<file path="config.mk">
export PLATFORM = sky130hd
export DESIGN_NAME = mdiv
export DESIGN_NICKNAME = d
export VERILOG_FILES = /design/src/rtl/mdiv_pkg.sv /design/src/rtl/mdiv_step.sv /design/src/rtl/mdiv.sv
export SDC_FILE = /design/constraint.sdc
export NUM_CORES = 1
export LEC_CHECK = 0
export ABC_AREA = 1
export CAP_MARGIN = 10
export CORE_MARGIN = 3
export CORE_UTILIZATION = 45
export CTS_BUF_LIST = sky130_fd_sc_hd__clkbuf_8
export DETAILED_ROUTE_END_ITERATION = 10
export GPL_TIMING_DRIVEN = 0
export PLACE_DENSITY = 0.72
export SYNTH_ARGS = -nofsm -noshare
export SYNTH_HDL_FRONTEND = slang
export SYNTH_SLANG_ARGS = --single-unit
</file>
<file path="constraint.sdc">
create_clock -name CLK -period 3.2 [get_ports CLK]
set_input_delay 0.64 -clock CLK [delete_from_list [all_inputs] [get_ports CLK]]
set_output_delay 0.64 -clock CLK [all_outputs]
set_load 0.02 [all_outputs]
</file>
<file path="src/rtl/mdiv_pkg.sv">
// Shared definitions for the mdiv sequential divider: FSM states, default width
// and the step-counter width helper.
package mdiv_pkg;

  localparam int MDIV_WIDTH = 32;

  typedef enum logic [1:0] {
    ST_IDLE = 2'd0,
    ST_CALC = 2'd1,
    ST_DONE = 2'd2
  } mdiv_state_e;

  // Counter counts WIDTH-1 down to 0, so clog2(WIDTH) bits suffice.
  function automatic int mdiv_cnt_w(input int width);
    return (width > 1) ? $clog2(width) : 1;
  endfunction

  localparam int MDIV_CNT_W = mdiv_cnt_w(MDIV_WIDTH);

endpackage

</file>
<file path="src/rtl/mdiv_step.sv">
// One combinational radix-2 restoring division step: shifts the next dividend bit
// into the partial remainder and subtracts the divisor when it fits.
module mdiv_step #(
  parameter int WIDTH = 32
) (
  input  logic [WIDTH-1:0] r_i,
  input  logic             q_msb_i,
  input  logic [WIDTH-1:0] a_i,
  output logic [WIDTH-1:0] r_o,
  output logic             q_bit_o
);

  logic [WIDTH:0] t;

  // R < A holds on entry, so {R,q} < 2A and the top bit of t is a true sign bit.
  assign t       = {r_i, q_msb_i} - {1'b0, a_i};
  assign q_bit_o = ~t[WIDTH];
  assign r_o     = t[WIDTH] ? {r_i[WIDTH-2:0], q_msb_i} : t[WIDTH-1:0];

endmodule

</file>
<file path="src/rtl/mdiv.sv">
// Sequential restoring divider, one quotient bit per clock: Z = A*B + C, C < A.
// Define MDIV_SIGNED_EN for two's-complement operands (truncation toward zero).
module mdiv
  import mdiv_pkg::*;
#(
  parameter int WIDTH = MDIV_WIDTH
) (
  input  logic             CLK,
  input  logic             RSTN,
  input  logic             START,
  input  logic [WIDTH-1:0] Z,
  input  logic [WIDTH-1:0] A,
  output logic             BUSY,
  output logic             DONE,
  output logic [WIDTH-1:0] B,
  output logic [WIDTH-1:0] C,
  output logic             DZ
);

  localparam int CNT_W = mdiv_cnt_w(WIDTH);

  mdiv_state_e      state_q, state_d;
  logic [CNT_W-1:0] cnt_q, cnt_d;
  logic [WIDTH-1:0] r_q, r_d;
  logic [WIDTH-1:0] q_q, q_d;
  logic [WIDTH-1:0] a_q, a_d;
  logic [WIDTH-1:0] b_q, b_d;
  logic [WIDTH-1:0] c_q, c_d;
  logic             dz_q, dz_d;

  logic [WIDTH-1:0] r_nxt, q_nxt;
  logic             q_bit;
  logic [WIDTH-1:0] z_mag, a_mag, b_res, c_res;

  mdiv_step #(.WIDTH(WIDTH)) u_step (
    .r_i    (r_q),
    .q_msb_i(q_q[WIDTH-1]),
    .a_i    (a_q),
    .r_o    (r_nxt),
    .q_bit_o(q_bit)
  );

  assign q_nxt = {q_q[WIDTH-2:0], q_bit};

`ifdef MDIV_SIGNED_EN
  logic neg_b_q, neg_b_d;
  logic neg_c_q, neg_c_d;

  assign z_mag = Z[WIDTH-1] ? -Z : Z;
  assign a_mag = A[WIDTH-1] ? -A : A;
  assign b_res = neg_b_q ? -q_nxt : q_nxt;
  assign c_res = neg_c_q ? -r_nxt : r_nxt;
  assign neg_b_d = (state_q != ST_CALC && START) ? (Z[WIDTH-1] ^ A[WIDTH-1]) : neg_b_q;
  assign neg_c_d = (state_q != ST_CALC && START) ? Z[WIDTH-1] : neg_c_q;

  always_ff @(posedge CLK or negedge RSTN) begin
    if (!RSTN) begin
      neg_b_q <= 1'b0;
      neg_c_q <= 1'b0;
    end else begin
      neg_b_q <= neg_b_d;
      neg_c_q <= neg_c_d;
    end
  end
`else
  assign z_mag = Z;
  assign a_mag = A;
  assign b_res = q_nxt;
  assign c_res = r_nxt;
`endif

  always_comb begin
    state_d = state_q;
    cnt_d   = cnt_q;
    r_d     = r_q;
    q_d     = q_q;
    a_d     = a_q;
    b_d     = b_q;
    c_d     = c_q;
    dz_d    = dz_q;
    case (state_q)
      ST_CALC: begin
        r_d   = r_nxt;
        q_d   = q_nxt;
        cnt_d = cnt_q - 1'b1;
        if (cnt_q == '0) begin
          b_d     = b_res;
          c_d     = c_res;
          dz_d    = 1'b0;
          state_d = ST_DONE;
        end
      end
      default: begin
        state_d = ST_IDLE;
        if (START) begin
          if (A == '0) begin
            // Divide-by-zero skips the iteration and reports the raw dividend.
            b_d     = '1;
            c_d     = Z;
            dz_d    = 1'b1;
            state_d = ST_DONE;
          end else begin
            a_d     = a_mag;
            q_d     = z_mag;
            r_d     = '0;
            cnt_d   = CNT_W'(WIDTH - 1);
            state_d = ST_CALC;
          end
        end
      end
    endcase
  end

  always_ff @(posedge CLK or negedge RSTN) begin
    if (!RSTN) begin
      state_q <= ST_IDLE;
      cnt_q   <= '0;
      r_q     <= '0;
      q_q     <= '0;
      a_q     <= '0;
      b_q     <= '0;
      c_q     <= '0;
      dz_q    <= 1'b0;
    end else begin
      state_q <= state_d;
      cnt_q   <= cnt_d;
      r_q     <= r_d;
      q_q     <= q_d;
      a_q     <= a_d;
      b_q     <= b_d;
      c_q     <= c_d;
      dz_q    <= dz_d;
    end
  end

  assign BUSY = (state_q == ST_CALC);
  assign DONE = (state_q == ST_DONE);
  assign B    = b_q;
  assign C    = c_q;
  assign DZ   = dz_q;

endmodule

</file>
* Yosys cells after proc, flatten, opt, wreduce, memory -nomap -nowiden
Index checks and enable logic that the tools add are counted.
** Operators by class
- Add/subtract/negate cells :: 2
- Multiply operators :: 0
- Divide/modulo/power cells :: 0
- Magnitude comparators :: 0
- Equal/unequal tests :: 4
- Shifts and indexed selects :: 0
- Multiplexer cells :: 26
- Bitwise operators :: 3
- Reductions and logical operators :: 7
** Operator list (number)
- $mux W32 :: 15
- $sub A33 B32 Y33 :: 1
- $logic_not A32 Y1 :: 1
- $mux W5 :: 3
- $mux W2 :: 4
- $reduce_and A3 Y1 :: 2
- $logic_not A5 Y1 :: 1
- $sub A5 B1 Y5 const B :: 1
- $mux W1 :: 4
- $reduce_bool A2 Y1 :: 2
- $not A1 Y1 :: 3
- $eq A2 B1 Y1 const B :: 1
- $eq A2 B2 Y1 const B :: 1
- $ne A2 B1 Y1 const B :: 1
- $ne A2 B2 Y1 const B :: 1
- $reduce_and A2 Y1 :: 1
** Word-level totals
- Register bits after elaboration :: 168
- Latch bits :: 0
- Bits in writable memories :: 0
- Bits in read-only memories :: 0
- Bits of input ports :: 67
- Word-level logic and storage cells :: 50
- Memories kept :: 0

* Depth between registers and ports, before layout
- Depth after elaboration :: 4
- Depth in mapped cells :: 19

* By module
A second synthesis with hierarchy kept.
** Second synthesis, totals
- Cell total of the unflattened synthesis :: 1630
- Area total of the unflattened synthesis :: 10762.8 um^2
** By module, submodules not included
- mdiv :: instances 1, cells an instance 949, area an instance 7512.2 um^2
- mdiv_step :: instances 1, cells an instance 681, area an instance 3250.6 um^2

* Worst setup path after synthesis
No wires, ideal clock.
- Path kind :: register to register
- Start point :: register q_q[31]
- End point :: register c_q[3], in the netlist C[3]
- Setup time :: 0.113 ns
- Arrival :: 2.049 ns
- Data required time :: 3.087 ns
- Slack :: 1.038 ns
- Cell stages (with the launch flop) :: 20
- Path buffers :: 1
- Period minus slack after synthesis :: 2.162 ns
- Cell sequence :: dfrtp_1 inv_1 ha_1 inv_1 fa_1 nand2_1 nand2_1 nand3_2 nand2_2 nand2_2 nand2_2 nand2_2 nand2_2 nand2_2 nand2_4 buf_8 nand3_1 nand3_1 nand2_1 inv_1
** Between the ends
- Cells in the longest elaborated chain, start to end :: 4
** RTL lines
- start, declared :: RTL line mdiv.sv:25 : logic [WIDTH-1:0] q_q, q_d;
- start signal, assigned :: RTL line mdiv.sv:128 : q_q <= q_d;
- $sub A33 B32 Y33 :: RTL line mdiv_step.sv:16 : assign t = {r_i, q_msb_i} - {1'b0, a_i};
- $mux W32 :: RTL line mdiv_step.sv:18 : assign r_o = t[WIDTH] ? {r_i[WIDTH-2:0], q_msb_i} : t[WIDTH-1:0];
- $mux W32 :: RTL line mdiv.sv:86 : if (cnt_q == '0) begin
- $mux W32 :: RTL line mdiv.sv:81 : case (state_q)
- end signal, assigned :: RTL line mdiv.sv:122 : c_q <= '0;
- end signal, assigned :: RTL line mdiv.sv:131 : c_q <= c_d;
- end, declared :: RTL line mdiv.sv:28 : logic [WIDTH-1:0] c_q, c_d;
No other way between the ends. The select of a mux whose other input is x is not followed.
A chain may end at the register's enable or synchronous reset.

* Final worst setup path
- Start point :: register state_q[1]
- End point :: output BUSY
** Between the ends
- Cells in the longest elaborated chain, start to end :: 1
** RTL lines
- start, declared :: RTL line mdiv.sv:22 : mdiv_state_e state_q, state_d;
- start signal, assigned :: RTL line mdiv.sv:125 : state_q <= state_d;
- $eq A2 B1 Y1 :: RTL line mdiv.sv:136 : assign BUSY = (state_q == ST_CALC);
- end, declared :: RTL line mdiv.sv:13 : output logic BUSY,
No other way between the ends.

==> impl_metrics.json <==
{
  "clk_latency_ps": 480,
  "area_growth_pct": 20.0,
  "clkSinkCount": 168,
  "postPlaceCellArea_mm2": 0.0121,
  "critPathTopFamily": "buffers and inverters",
  "netlist_instances": 1445,
  "worst_pin_slew_ps": 854,
  "num_rows": 54,
  "cts-root-buf": "clkbuf_8",
  "final-hold-violation-count": 0,
  "die_width_um": 158,
  "syn_area_mm2": 0.0104,
  "tns_ps": 0,
  "coreArea_mm2": 0.0222,
  "cpMostUsedCell": "inv_2",
  "async_reset_ff_share_pct": 100,
  "drv_slew": 0,
  "fin_area_mm2": 0.0125,
  "utilization_pct": 56.1,
  "ys_top_cells_by_area": "dfrtp_1 40%, nand2_1 17%, inv_1 8.0%, nand3_1 6.1%, ha_1 4.1%",
  "nNetsFinal": 1699,
  "p_per_area_mw_per_mm2": 1210,
  "max_freq_ghz": 0.325,
  "p_leak_nw": 6.37,
  "yosysTopAreaCellShare_pct": 40.4,
  "dieArea_mm2": 0.0250,
  "overflow": 0,
  "power_mw": 15.1,
  "via_per_inst": 5.11,
  "synth_edf_count": 0,
  "place_congestion": 0.913,
  "crit_slowest_cell": "clkdlybuf4s50_1",
  "status": "complete, no violations",
  "rsz0062_at_grt": "no",
  "worstSetupPathType": "register to output port",
  "max_stage_delay_ps": 700,
  "routed_wl_um": 30100,
  "hold_class": "primary input to asynchronous set/reset pin",
  "yosysWarnings": 0,
  "final_layout_size_suffix_gt1_share_pct": 8.57,
  "maxCapViolCount": 0,
  "cts_hold_buf": 0,
  "instances_no_fill": 1890,
  "ir_drop_v": 0.000533,
  "synth_seq_area_share_pct": 40.4,
  "dpl.cell_count": 1859,
  "initial_core_util_pct": 46.8,
  "port_buffers": 133,
  "grt_pass1_vias": 9352,
  "ant_nets": 0,
  "drtPass1Iterations": 5,
  "path_cells": "inv_2, nand2_2, inv_2, buf_2, clkdlybuf4s50_1",
  "cp.arrival_ps": 2440,
  "grt_pass1_wl_um": 48600,
  "synth.largest_area_cell": "dfrtp_1",
  "path_max_fanout": 19,
  "wl_per_cell_um": 15.9,
  "post_cts_resized": 0,
  "antenna_cells": 0,
  "clock_skew_ps": 11.8,
  "fillerInstances": 2161,
  "first_iter_violations": 795,
  "die_h_um": 158,
  "period_needed_ps": 3080,
  "drc_errors": 0,
  "ys_types": 42,
  "cts_buffers": 17,
  "syn_avg_cell_area_um2": 7.19,
  "grt_max_degree": 122,
  "cts_tree": "done",
  "syn_nets": 1547,
  "antenna_found_initial": 0,
  "crit_path_start_kind": "register",
  "place_hpwl_um": 23800,
  "finalCritPeriodShare_pct": 96.3,
  "htreeDepth": 4,
  "cts.path.max_buffers": 2,
  "end_kind": "output port",
  "track_usage_pct": 24.8,
  "path_clk_slew_ps": 100,
  "critPathBufInv": 4,
  "vias": 9665,
  "slew_headroom_pct": 43.0,
  "synth_ff_type": "dfrtp_1",
  "ios": 134,
  "post_cts_buffers": 0,
  "synth-seq-cells": 168,
  "setup_violations": 0,
  "worstPathRequired_ps": 2560
}
[layout make-up]
| class | instances | area [um^2] | share of cell area [%] |
|---|---|---|---|
| clock buffer | 17 | 234 | 1.88 |
| timing repair buffer | 134 | 1360 | 10.9 |
| buffer | 54 | 319 | 2.56 |
| tap | 280 | 350 | 2.81 |
| multi-input combinational | 996 | 5020 | 40.2 |
| clock inverter | 15 | 138 | 1.10 |
| sequential | 168 | 4200 | 33.7 |
| inverter | 226 | 848 | 6.80 |
[cell families (layout without fill, tap and decap cells)]
kind of cell	count (synthesis)	in the layout	synth area share, %
XOR/XNOR	16	16	1.35
AO/OA/AOI/OAI	164	164	9.37
AND/OR/NAND/NOR	781	781	33.3
buffers and inverters	281	446	11.3
adder cells (fa/ha/maj)	35	35	4.29
flip-flops	168	168	40.4
[metal layers]
metal / vias up / track usage (%) / share of wire, %
met5: - / 0 / 0
met4: 0 / 6.88 / 2.4
met2: 307 / 39.7 / 46
met1: 4472 / 35.1 / 46
li1: 4840 / - / -
met3: 46 / 4.13 / 5.5
[synthesized netlist by cell type (16+ instances only)]
cell type and instances:
o21ai_0 73, nand3_1 127, or2_2 32, nand3_2 28, inv_1 221, a31oi_1 29, xor2_1 16, dfrtp_1 168
ha_1 34, a21boi_0 33, nand2_1 464, nor2_1 87, clkbuf_1 28
[registers in the layout, summed over array words and instances (netlist names)]
name / count
B: 32
state_q: 2
DZ: 1
q_q: 32
C: 32
cnt_q: 5
a_q: 32
r_q: 32
[metrics by stage]
stage | worst slack (ps) | hold WS (ps)
after floorplan | 1040 | 344
after global placement | -5510 | 459
after detailed placement | -242 | 462
after CTS | 109 | 44.1
after global routing | 19.7 | 49.5
final | 120 | 46.8
[path summary, 6_finish.rpt]
path	depth (start not counted)	slack [ps]	to	start
setup reg to reg	18	690	C[12]$_DFFE_PN0P_	q_q[31]$_DFFE_PN0P_
max in group asynchronous	2	2170	r_q[1]$_DFFE_PN0P_	RSTN
min in group CLK	2	480	B[10]$_DFFE_PN0P_	B[10]$_DFFE_PN0P_
hold reg to reg	2	480	B[10]$_DFFE_PN0P_	B[10]$_DFFE_PN0P_
hold / removal	1	50	a_q[25]$_DFFE_PN0P_	RSTN
setup / recovery	5	120	BUSY	state_q[1]$_DFFE_PN0P_
[power by group]
part           leakage, nW  switching [mW]  internal (mW)
clock network        0.183           0.935          0.571
registers             1.99           0.628           3.17
logic                 4.20            6.15           3.63
total                 6.37            7.71           7.37
[placed cells by master, fill, tap and decap left out, types with 4 or more instances in the layout]
master | netlist | layout
a21boi_0 | 33 | 33
a21oi_1 | 15 | 15
a31oi_1 | 29 | 29
and2_1 | 5 | 5
buf_2 | 11 | 11
buf_6 | 7 | 7
clkbuf_1 | 28 | 27
clkbuf_8 | 2 | 19
clkdlybuf4s50_1 | 0 | 132
clkinvlp_4 | 0 | 4
dfrtp_1 | 168 | 168
ha_1 | 34 | 34
inv_1 | 221 | 222
inv_2 | 4 | 4
inv_8 | 0 | 5
nand2_1 | 464 | 464
nand2_2 | 9 | 9
nand3_1 | 127 | 127
nand3_2 | 28 | 28
nand4_1 | 9 | 9
nor2_1 | 87 | 87
nor3_1 | 8 | 8
nor4_1 | 5 | 5
o21ai_0 | 73 | 73
o22ai_1 | 5 | 5
or2_2 | 32 | 32
xor2_1 | 16 | 16
Note: power is estimated with default switching activity, not from simulation.
